**src/rtl/doom58_pkg.sv**
```systemverilog
// Shared screen geometry, colour constants and FSM state type for the column renderer.
package doom58_pkg;

    localparam int SCREEN_W = 160;
    localparam int SCREEN_H = 120;
    localparam int X_W      = 8;
    localparam int Y_W      = 7;

    typedef logic [2:0] colour_t;

    typedef enum logic [1:0] {
        IDLE = 2'd0,
        DRAW = 2'd1,
        DONE = 2'd2
    } cr_state_t;

    localparam colour_t BLACK        = 3'b000;
    localparam colour_t BLUE         = 3'b001;
    localparam colour_t GREEN        = 3'b010;
    localparam colour_t CEIL_COLOUR  = BLUE;
    localparam colour_t FLOOR_COLOUR = GREEN;

    localparam logic [X_W-1:0] X_LIMIT = 8'd160;
    localparam logic [Y_W-1:0] Y_LIMIT = 7'd120;
    localparam logic [Y_W-1:0] Y_LAST  = 7'd119;

endpackage

```
**src/rtl/column_span_calc.sv**
```systemverilog
// Combinational wall span: clamps the height to the screen and centres it, odd half-row to the floor.
module column_span_calc
    import doom58_pkg::*;
(
    input  logic [Y_W-1:0] height_i,
    output logic [Y_W-1:0] top_o,
    output logic [Y_W-1:0] bottom_excl_o
);

    logic [Y_W-1:0] h_s;
    logic [Y_W-1:0] gap_s;

    // Clamp, then split the remaining rows with the floor taking the odd one.
    always_comb begin
        if (height_i > Y_LIMIT) begin
            h_s = Y_LIMIT;
        end else begin
            h_s = height_i;
        end
        gap_s         = Y_LIMIT - h_s;
        top_o         = {1'b0, gap_s[Y_W-1:1]};
        bottom_excl_o = top_o + h_s;
    end

endmodule

```
**src/rtl/column_renderer.sv**
```systemverilog
// Expands one {x, height, colour} request into 120 framebuffer writes (ceiling, wall, floor).
// Define FLOOR_DITHER_EN for a checkerboard floor.
module column_renderer
    import doom58_pkg::*;
(
    input  logic           clock,
    input  logic           resetn,
    input  logic           req_valid,
    output logic           req_ready,
    input  logic [X_W-1:0] req_x,
    input  logic [Y_W-1:0] req_height,
    input  colour_t        req_colour,
    output logic           done,
    output logic [X_W-1:0] vga_x,
    output logic [Y_W-1:0] vga_y,
    output colour_t        vga_colour,
    output logic           vga_write
);

    cr_state_t      state_q;
    logic           ready_q;
    logic           done_q;
    logic           write_q;
    logic [X_W-1:0] x_q;
    logic [Y_W-1:0] y_q;
    colour_t        colour_q;
    logic [Y_W-1:0] top_q;
    logic [Y_W-1:0] bot_q;
    colour_t        wall_q;

    logic [Y_W-1:0] span_top_s;
    logic [Y_W-1:0] span_bot_s;
    logic           accept_s;

    logic [Y_W-1:0] row_d;
    logic [Y_W-1:0] top_sel_s;
    logic [Y_W-1:0] bot_sel_s;
    colour_t        wall_sel_s;
    colour_t        colour_d;
`ifdef FLOOR_DITHER_EN
    logic [X_W-1:0] x_sel_s;
`endif

    column_span_calc u_span (
        .height_i      (req_height),
        .top_o         (span_top_s),
        .bottom_excl_o (span_bot_s)
    );

    assign accept_s = req_valid & ready_q;

    // Next pixel: on accept it comes straight from the request so row 0 lands the cycle after.
    always_comb begin
        if (state_q == IDLE) begin
            row_d      = 7'd0;
            top_sel_s  = span_top_s;
            bot_sel_s  = span_bot_s;
            wall_sel_s = req_colour;
`ifdef FLOOR_DITHER_EN
            x_sel_s    = req_x;
`endif
        end else begin
            row_d      = y_q + 7'd1;
            top_sel_s  = top_q;
            bot_sel_s  = bot_q;
            wall_sel_s = wall_q;
`ifdef FLOOR_DITHER_EN
            x_sel_s    = x_q;
`endif
        end

        if (row_d < top_sel_s) begin
            colour_d = CEIL_COLOUR;
        end else if (row_d < bot_sel_s) begin
            colour_d = wall_sel_s;
        end else begin
`ifdef FLOOR_DITHER_EN
            if ((x_sel_s[0] ^ row_d[0]) == 1'b0) begin
                colour_d = FLOOR_COLOUR;
            end else begin
                colour_d = BLACK;
            end
`else
            colour_d = FLOOR_COLOUR;
`endif
        end
    end

    // Column FSM with capture registers and registered framebuffer port.
    always_ff @(posedge clock or negedge resetn) begin
        if (!resetn) begin
            state_q  <= IDLE;
            ready_q  <= 1'b1;
            done_q   <= 1'b0;
            write_q  <= 1'b0;
            x_q      <= 8'd0;
            y_q      <= 7'd0;
            colour_q <= 3'b000;
            top_q    <= 7'd0;
            bot_q    <= 7'd0;
            wall_q   <= 3'b000;
        end else begin
            case (state_q)
                IDLE: begin
                    done_q  <= 1'b0;
                    write_q <= 1'b0;
                    if (accept_s) begin
                        ready_q <= 1'b0;
                        x_q     <= req_x;
                        top_q   <= span_top_s;
                        bot_q   <= span_bot_s;
                        wall_q  <= req_colour;
                        if (req_x < X_LIMIT) begin
                            state_q  <= DRAW;
                            write_q  <= 1'b1;
                            y_q      <= row_d;
                            colour_q <= colour_d;
                        end else begin
                            state_q <= DONE;
                            done_q  <= 1'b1;
                        end
                    end
                end
                DRAW: begin
                    // Counter holds at the last row; it never wraps back to row 0.
                    if (y_q == Y_LAST) begin
                        write_q <= 1'b0;
                        done_q  <= 1'b1;
                        state_q <= DONE;
                    end else begin
                        y_q      <= row_d;
                        colour_q <= colour_d;
                    end
                end
                DONE: begin
                    done_q  <= 1'b0;
                    ready_q <= 1'b1;
                    state_q <= IDLE;
                end
                default: begin
                    state_q <= IDLE;
                    ready_q <= 1'b1;
                    done_q  <= 1'b0;
                    write_q <= 1'b0;
                end
            endcase
        end
    end

    assign req_ready  = ready_q;
    assign done       = done_q;
    assign vga_write  = write_q;
    assign vga_x      = x_q;
    assign vga_y      = y_q;
    assign vga_colour = colour_q;

endmodule

```
**config.mk**
```make
export PLATFORM = sky130hd
export DESIGN_NAME = column_renderer
export DESIGN_NICKNAME = d
export VERILOG_FILES = /design/src/rtl/doom58_pkg.sv /design/src/rtl/column_span_calc.sv /design/src/rtl/column_renderer.sv
export SDC_FILE = /design/constraint.sdc
export NUM_CORES = 1
export LEC_CHECK = 0
export ABC_AREA = 1
export BUFFER_PORTS_ARGS = -buffer_cell sky130_fd_sc_hd__buf_2
export CAP_MARGIN = 10
export CORE_UTILIZATION = 50
export DETAILED_ROUTE_END_ITERATION = 7
export PLACE_DENSITY = 0.72
export SLEW_MARGIN = 20
export SYNTH_ARGS = -nofsm -noshare
export SYNTH_HDL_FRONTEND = slang
export SYNTH_SLANG_ARGS = --single-unit
```
**constraint.sdc**
```tcl
create_clock -name clock -period 2.55 [get_ports clock]
set_input_delay 0.255 -clock clock [delete_from_list [all_inputs] [get_ports clock]]
set_output_delay 0.255 -clock clock [all_outputs]
set_load 0.01 [all_outputs]
```
==> metrics.cfg, run 1 <==
[run_status]
outcome = complete, but fails checks
violations = setup timing

[sta]
report.final.slew_viol_count = 0
hold_violations = 0
maxSlewHeadroom_pct = 43.13
worst_pin_slew_ps = 853.0
rsz0062_at_grt = yes
fin_setup_tns_ps = -1062
setup_violations = 3
period_minus_slack_ps = 2933
period_share_pct = 115.0
max_freq_mhz = 341.0
skew_ps = 4.467
setup_ws_ps = -382.9

[synth]
synth_nets = 396
synthTopCellsByArea = dfrtp_1 37%, nand2_1 15%, ha_1 8.2%
ys_types = 35
ys_dominant_reg_cell = dfrtp_1
synth_most_common_cell = nand2_1
ys_ff_latch = 39
yosysTopAreaCell = dfrtp_1
async_flop_share_pct = 100.0
synthTopCellsByCount = 102 x nand2_1, 43 x inv_1, 38 x dfrtp_1
synth_edf_count = 0
netlist_instances = 358
syn_avg_cell_area_um2 = 7.224
yosys.area.top_type_share_pct = 36.77
yosysWarnings = 0
ys_seq_area_share_pct = 37.78
synth_area_mm2 = 0.002586

[critical_path]
path_buf_inv = 3
max_stage_delay_ps = 240
slowest_stage = a211oi_2
required_ps = 2780
crit_path_end = vga_colour[2]
cp-start-kind = input port
crit_type = in2reg
critPathLaunch = req_height[1]
path_delay_family = simple AND/OR/NAND/NOR gates
crit_top_cell = nand2_2
reg2reg_to = vga_colour[1]
reg2reg_from = vga_y[1]
end_kind = register
crit_cells = 26
arrival_ps = 3160
rrSetupSlack_ps = 180
crit_fanout = 3
rr_worst_depth = 14

[power]
powerDensity_mw_per_mm2 = 883.1
leakage_nw = 1.849
vdd_drop_max_uv = 540.2

[global_route]
antenna_found_initial = 0
first_global_vias = 2268
grt_max_degree = 40
grt_pass1_wl_mm = 10.22
gr-total-overflow = 0
grt.total_usage_pct = 24.86

[route]
drtAntennaViolNets = 0
drc = 0
drt-pass1-iter-count = 4
first_iter_violations = 213
wl_per_cell_um = 13.41
vias = 2566
routed_via_density = 5.081
wl_mm = 6.773

[floorplanning]
die_area_mm2 = 0.005464
die_w_um = 73.92
io_pins = 42
core_mm2 = 0.004848
dieHeight_um = 73.92
rows = 25
start_util_pct = 53.34

[clock_tree]
cts_made_buffers = 5
clock_sinks = 39
clock_latency_ps = 290
clock_path_buffers = 2
cts_tree = built
htreeDepth = 2
clockRootBuffer = clkbuf_8
cts.clk_slew.worst_paths_ps = 90

[worst_hold_path]
min_path_type = in2async

[cells_and_area]
register_area_um2 = 977.2
final_layout_size_suffix_gt1_share_pct = 36.99
fill_cells = 359
area_growth_pct = 34.83
multi_input_area_mm2 = 0.001613
diodes = 0
fin_nets = 475

[placed_design]
place.gp.congestion = 0.8755
port_buffers = 41
place_ws_ps = -764.3
dp_hpwl_mm = 4.657

[run]
maxCapViolations = 0

## registers in the layout, summed over array words and instances (netlist names), 2 cells and up
signal and flops:
bot_q 7, vga_y 7, wall_q 3, state_q 2, vga_colour 3, vga_x 8
top_q 6
## through the flow
step	utilization, %	hold slack (ps)	std cells	area [um^2]	total power, mW
floorplan	-	-40.59	358	2653	1.994
global placement	64.88	419.6	489	3146	2.407
detailed placement	64.88	415.7	489	3146	2.457
CTS	68.62	90.89	499	3327	2.939
global route	71.92	132.9	505	3487	3.350
finish	71.92	64.77	505	3487	3.079
## metal layers
layer / up-vias / part of all wire [%] / track usage [%]
li1: 1305 / - / -
met1: 1202 / 46 / 33.33
met2: 53 / 50 / 41.11
met3: 6 / 2.8 / 4.664
met4: 0 / 1.1 / 6.624
met5: - / 0 / 0
## cell type report
type,count,share of cell area [%]
Sequential cell,39,28.02
Clock buffer,5,1.973
Tap cell,67,2.404
Clock inverter,3,0.6817
Timing Repair Buffer,84,15.72
Inverter,46,4.952
Multi-Input combinational cell,261,46.25
## worst register-to-register path: stages, from the launching register on
cell and delay (ps):
dfrtp_1 410, ha_1 210, nand2_1 120, inv_1 80, nand3_1 110, nand2_1 70
nor2_1 260, buf_4 180, ha_1 240, a21oi_1 160, o211ai_1 100, nor2_1 130
nor2_1 80, nand2_1 80, nand2_1 50
## cell usage in the layout, fill, tap and decap left out, drive strengths merged, types with 2 or more instances in the layout
master,n
nand2,117
nor3,4
nand3,29
clkbuf,5
buf,84
a21oi,11
dfrtp,38
or2,3
ha,17
clkinvlp,2
inv,47
xor2,2
nor2,26
o21ai,41
## how the worst min path moves through the flow
stage | end | startpoint | slack [ps] | cells past startpoint
5_1_grt | vga_y[1] | resetn | 130 | 1
4_1_cts | top_q[2] | resetn | 90 | 1
3_3_place_gp | top_q[2] | resetn | 420 | 1
3_5_place_dp | vga_y[1] | resetn | 420 | 1
6_report | bot_q[2] | resetn | 60 | 1
2_1_floorplan | bot_q[0] | resetn | -40 | 0
## timing repair
item,in CTS,in global routing
pin swaps,5,27
hold buffers,0,0
buffers inserted,2,6
endpoints found under the setup margin,3,3
resized for setup,15,27
## logic make-up (layout without fill, tap and decap cells)
logic type,count (synthesis),in the layout,synth area share (%)
AND/OR/NAND/NOR,183,183,31.93
buffers and inverters,58,138,8.950
AO/OA/AOI/OAI,58,58,12.10
XOR/XNOR,3,3,1.016
flip-flops,39,39,37.78
adder cells (fa/ha/maj),17,17,8.224
## power by group
| part | switching (mW) | internal (mW) | leakage, nW | total (mW) |
|---|---|---|---|---|
| registers | 0.142 | 0.865 | 0.494 | 1.01 |
| clock network | 0.242 | 0.196 | 0.0408 | 0.438 |
| logic | 0.974 | 0.660 | 1.31 | 1.63 |
| total | 1.36 | 1.72 | 1.85 | 3.08 |
No activity file was read; power rests on OpenSTA's default activity.
==> inputs of run 2 (changes only) <==
--- a/config.mk
+++ b/config.mk
@@ -8,9 +8,9 @@
 export ABC_AREA = 1
 export BUFFER_PORTS_ARGS = -buffer_cell sky130_fd_sc_hd__buf_2
 export CAP_MARGIN = 10
-export CORE_UTILIZATION = 50
+export CORE_UTILIZATION = 57
 export DETAILED_ROUTE_END_ITERATION = 7
-export PLACE_DENSITY = 0.72
+export PLACE_DENSITY = 0.8
 export SLEW_MARGIN = 20
 export SYNTH_ARGS = -nofsm -noshare
 export SYNTH_HDL_FRONTEND = slang
==> run 2 against run 1 <==
  * The flow still finishes with violations (setup timing)
  * Final cell count fell by 2.2%
  * Total power rose by 1.3%
  * Clock skew rose by 6.5 ps
  * Flip-flop and latch count did not move
  * Via count rose by 3.1%
  * Clock power rose by 20%
  * Sequential share of layout area rose by 0.27 points
  * Critical endpoint unchanged
==> metrics.cfg, run 2 (same netlist as run 1, synthesis figures left out) <==
[placed_design]
dpl_cell_area_mm2 = 0.003117  ; was 0.003146 mm^2
port_buffers = 41  ; unchanged
place_ws_ps = -751.3  ; was -764.3 ps
place_inst = 471  ; was 489
place.gp.congestion = 0.8791  ; was 0.8755
dp_hpwl_mm = 4.648  ; was 4.657 mm

[cells_and_area]
fill_cells = 320  ; was 359
register_area_um2 = 977.2  ; unchanged
multi_input_area_mm2 = 0.001543  ; was 0.001613 mm^2
layout_common_cells = 95 x nand2_1, 46 x buf_4, 39 x buf_2  ; was 92 x nand2_1, 41 x buf_4, 39 x buf_2
final_layout_size_suffix_gt1_share_pct = 35.29  ; was 36.99%
final_cells = 494  ; was 505
area_growth_pct = 33.53  ; was 34.83%
layout_commonest_cell = nand2_1  ; unchanged
final_design_area_no_fill_mm2 = 0.003453  ; was 0.003487 mm^2
diodes = 0  ; unchanged
largest_reg_flops = 8  ; unchanged
fin_nets = 479  ; was 475

[critical_path]
max_stage_delay_ps = 290  ; was 240 ps
cp-start-kind = input port  ; unchanged
rr_worst_depth = 14  ; unchanged
crit_fanout = 3  ; unchanged
path_buf_inv = 2  ; was 3
arrival_ps = 3170  ; was 3160 ps
crit_type = in2reg  ; unchanged
path_delay_family = simple AND/OR/NAND/NOR gates  ; unchanged
required_ps = 2790  ; was 2780 ps
crit_cells = 26  ; unchanged
end_kind = register  ; unchanged
rrSetupSlack_ps = 120  ; was 180 ps
slowest_stage = ha_4  ; was a211oi_2
crit_top_cell = nand2_2  ; unchanged

[run_status]
violations = setup timing  ; unchanged
outcome = complete, but fails checks  ; unchanged

[sta]
hold_violations = 0  ; unchanged
period_share_pct = 114.8  ; was 115.0%
worst_pin_slew_ps = 856.0  ; was 853.0 ps
maxSlewHeadroom_pct = 42.94  ; was 43.13%
rsz0062_at_grt = yes  ; unchanged
max_freq_mhz = 341.6  ; was 341.0 MHz
fin_setup_tns_ps = -1241  ; was -1062 ps
period_minus_slack_ps = 2928  ; was 2933 ps
report.final.slew_viol_count = 0  ; unchanged
setup_ws_ps = -377.6  ; was -382.9 ps
setup_violations = 4  ; was 3
skew_ps = 10.96  ; was 4.467 ps

[worst_hold_path]
min_path_type = in2async  ; unchanged

[clock_tree]
cts_hold_buf = 0  ; unchanged
clock_path_buffers = 2  ; unchanged
clock_sinks = 39  ; unchanged
cts_made_buffers = 5  ; unchanged
cts_tree = built  ; unchanged
clockRootBuffer = clkbuf_8  ; unchanged
cts.clk_slew.worst_paths_ps = 90  ; about the same
clock_latency_ps = 300  ; was 290 ps
htreeDepth = 2  ; unchanged

[global_route]
grt_max_degree = 40  ; unchanged
grt.total_usage_pct = 30.15  ; was 24.86%
first_global_vias = 2548  ; was 2,268
grt_pass1_wl_mm = 11.56  ; was 10.22 mm
antenna_found_initial = 0  ; unchanged
gr-total-overflow = 0  ; unchanged

[route]
routed_via_density = 5.356  ; was 5.081
drt-pass1-iter-count = 5  ; was 4
wl_per_cell_um = 14.15  ; was 13.41 um
wl_mm = 6.990  ; was 6.773 mm
vias = 2646  ; was 2,566
drtAntennaViolNets = 0  ; unchanged
drc = 0  ; unchanged
first_iter_violations = 174  ; was 213

[floorplanning]
die_w_um = 69.36  ; was 73.92 um
io_pins = 42  ; unchanged
start_util_pct = 59.40  ; was 53.34%
rows = 24  ; was 25
dieHeight_um = 69.36  ; was 73.92 um
die_area_mm2 = 0.004811  ; was 0.005464 mm^2
core_mm2 = 0.004354  ; was 0.004848 mm^2

[power]
pwr-share-seq_pct = 32.4  ; was 32.7%
pwr-share-comb_pct = 50.7  ; was 53.0%
leakage_nw = 1.879  ; was 1.849 nW
power.share.clock_pct = 16.9  ; was 14.2%
p_int_mw = 1.793  ; was 1.721 mW
switchingPower_mw = 1.327  ; was 1.359 mW
powerDensity_mw_per_mm2 = 903.5  ; was 883.1 mW/mm^2
swShare_pct = 42.54  ; was 44.12%
vdd_drop_max_uv = 497.0  ; was 540.2 uV

[run]
maxCapViolations = 0  ; unchanged

==> run 2: final cells by class <==
type | instances | share of cell area [%]
multi-input cells | 261 | 44.67
flip-flops and latches | 39 | 28.30
repair buffers | 88 | 16.88
inverters | 46 | 5.000
clock buffers | 5 | 1.993
well taps | 52 | 1.884
clock inverters | 3 | 1.268
==> run 2: layer usage <==
layer / vias to the layer above / global-route usage, % / share of wire [%]
met5: - / 0 / 0
met1: 1230 / 37.54 / 41
met2: 95 / 52.43 / 52
met4: 0 / 12.47 / 3.3
met3: 20 / 4.070 / 4.3
li1: 1301 / - / -
==> run 2: through the flow <==
stage	power [mW]	util, %	hold slack (ps)
floorplan	1.994	-	-40.59
global placement	2.381	71.58	413.8
detailed placement	2.455	71.58	414.7
CTS	3.055	77.53	92.61
global route	3.360	79.31	147.8
finish	3.120	79.31	56.23
==> run 2: power groups by stage <==
stage	combinational (mW)	sequential, mW	clock [mW]
after global placement	1.38	1.00	0
after CTS	1.52	1.01	0.531
after floorplan	0.949	1.04	0
after detailed placement	1.44	1.02	0
final	1.58	1.01	0.527
after global routing	1.77	1.04	0.550
==> run 2: repair_timing <==
| action | 4_1_cts | 5_1_grt |
|---|---|---|
| buffers inserted | 11 | 4 |
| gates resized for setup | 16 | 11 |
| pin swaps | 14 | 18 |
| gates cloned | 0 | 0 |
| setup endpoints to repair | 3 | 4 |
==> run 2: final timing paths <==
path	startpoint	end
max in group asynchronous	resetn	bot_q[4]
min in group clock	req_x[2]	vga_x[2]
worst max-delay path	req_height[1]	vga_colour[2]
worst max register to register	vga_y[0]	vga_colour[2]
worst min register to register	vga_x[0]	vga_x[0]
worst min-delay path	resetn	vga_y[0]
==> run 2: worst reg2reg max path: stages (launching register included) <==
cell      delay [ps]
dfrtp_1          450
ha_1             240
nand2_1          110
inv_1             80
nand3_1          110
nand2_1           70
nor2_1           240
ha_1             300
a21oi_1          170
nor2_2            50
a211oi_2         250
nand2_1           90
nor2_1           110
nand2_1           60
nand2_1           60
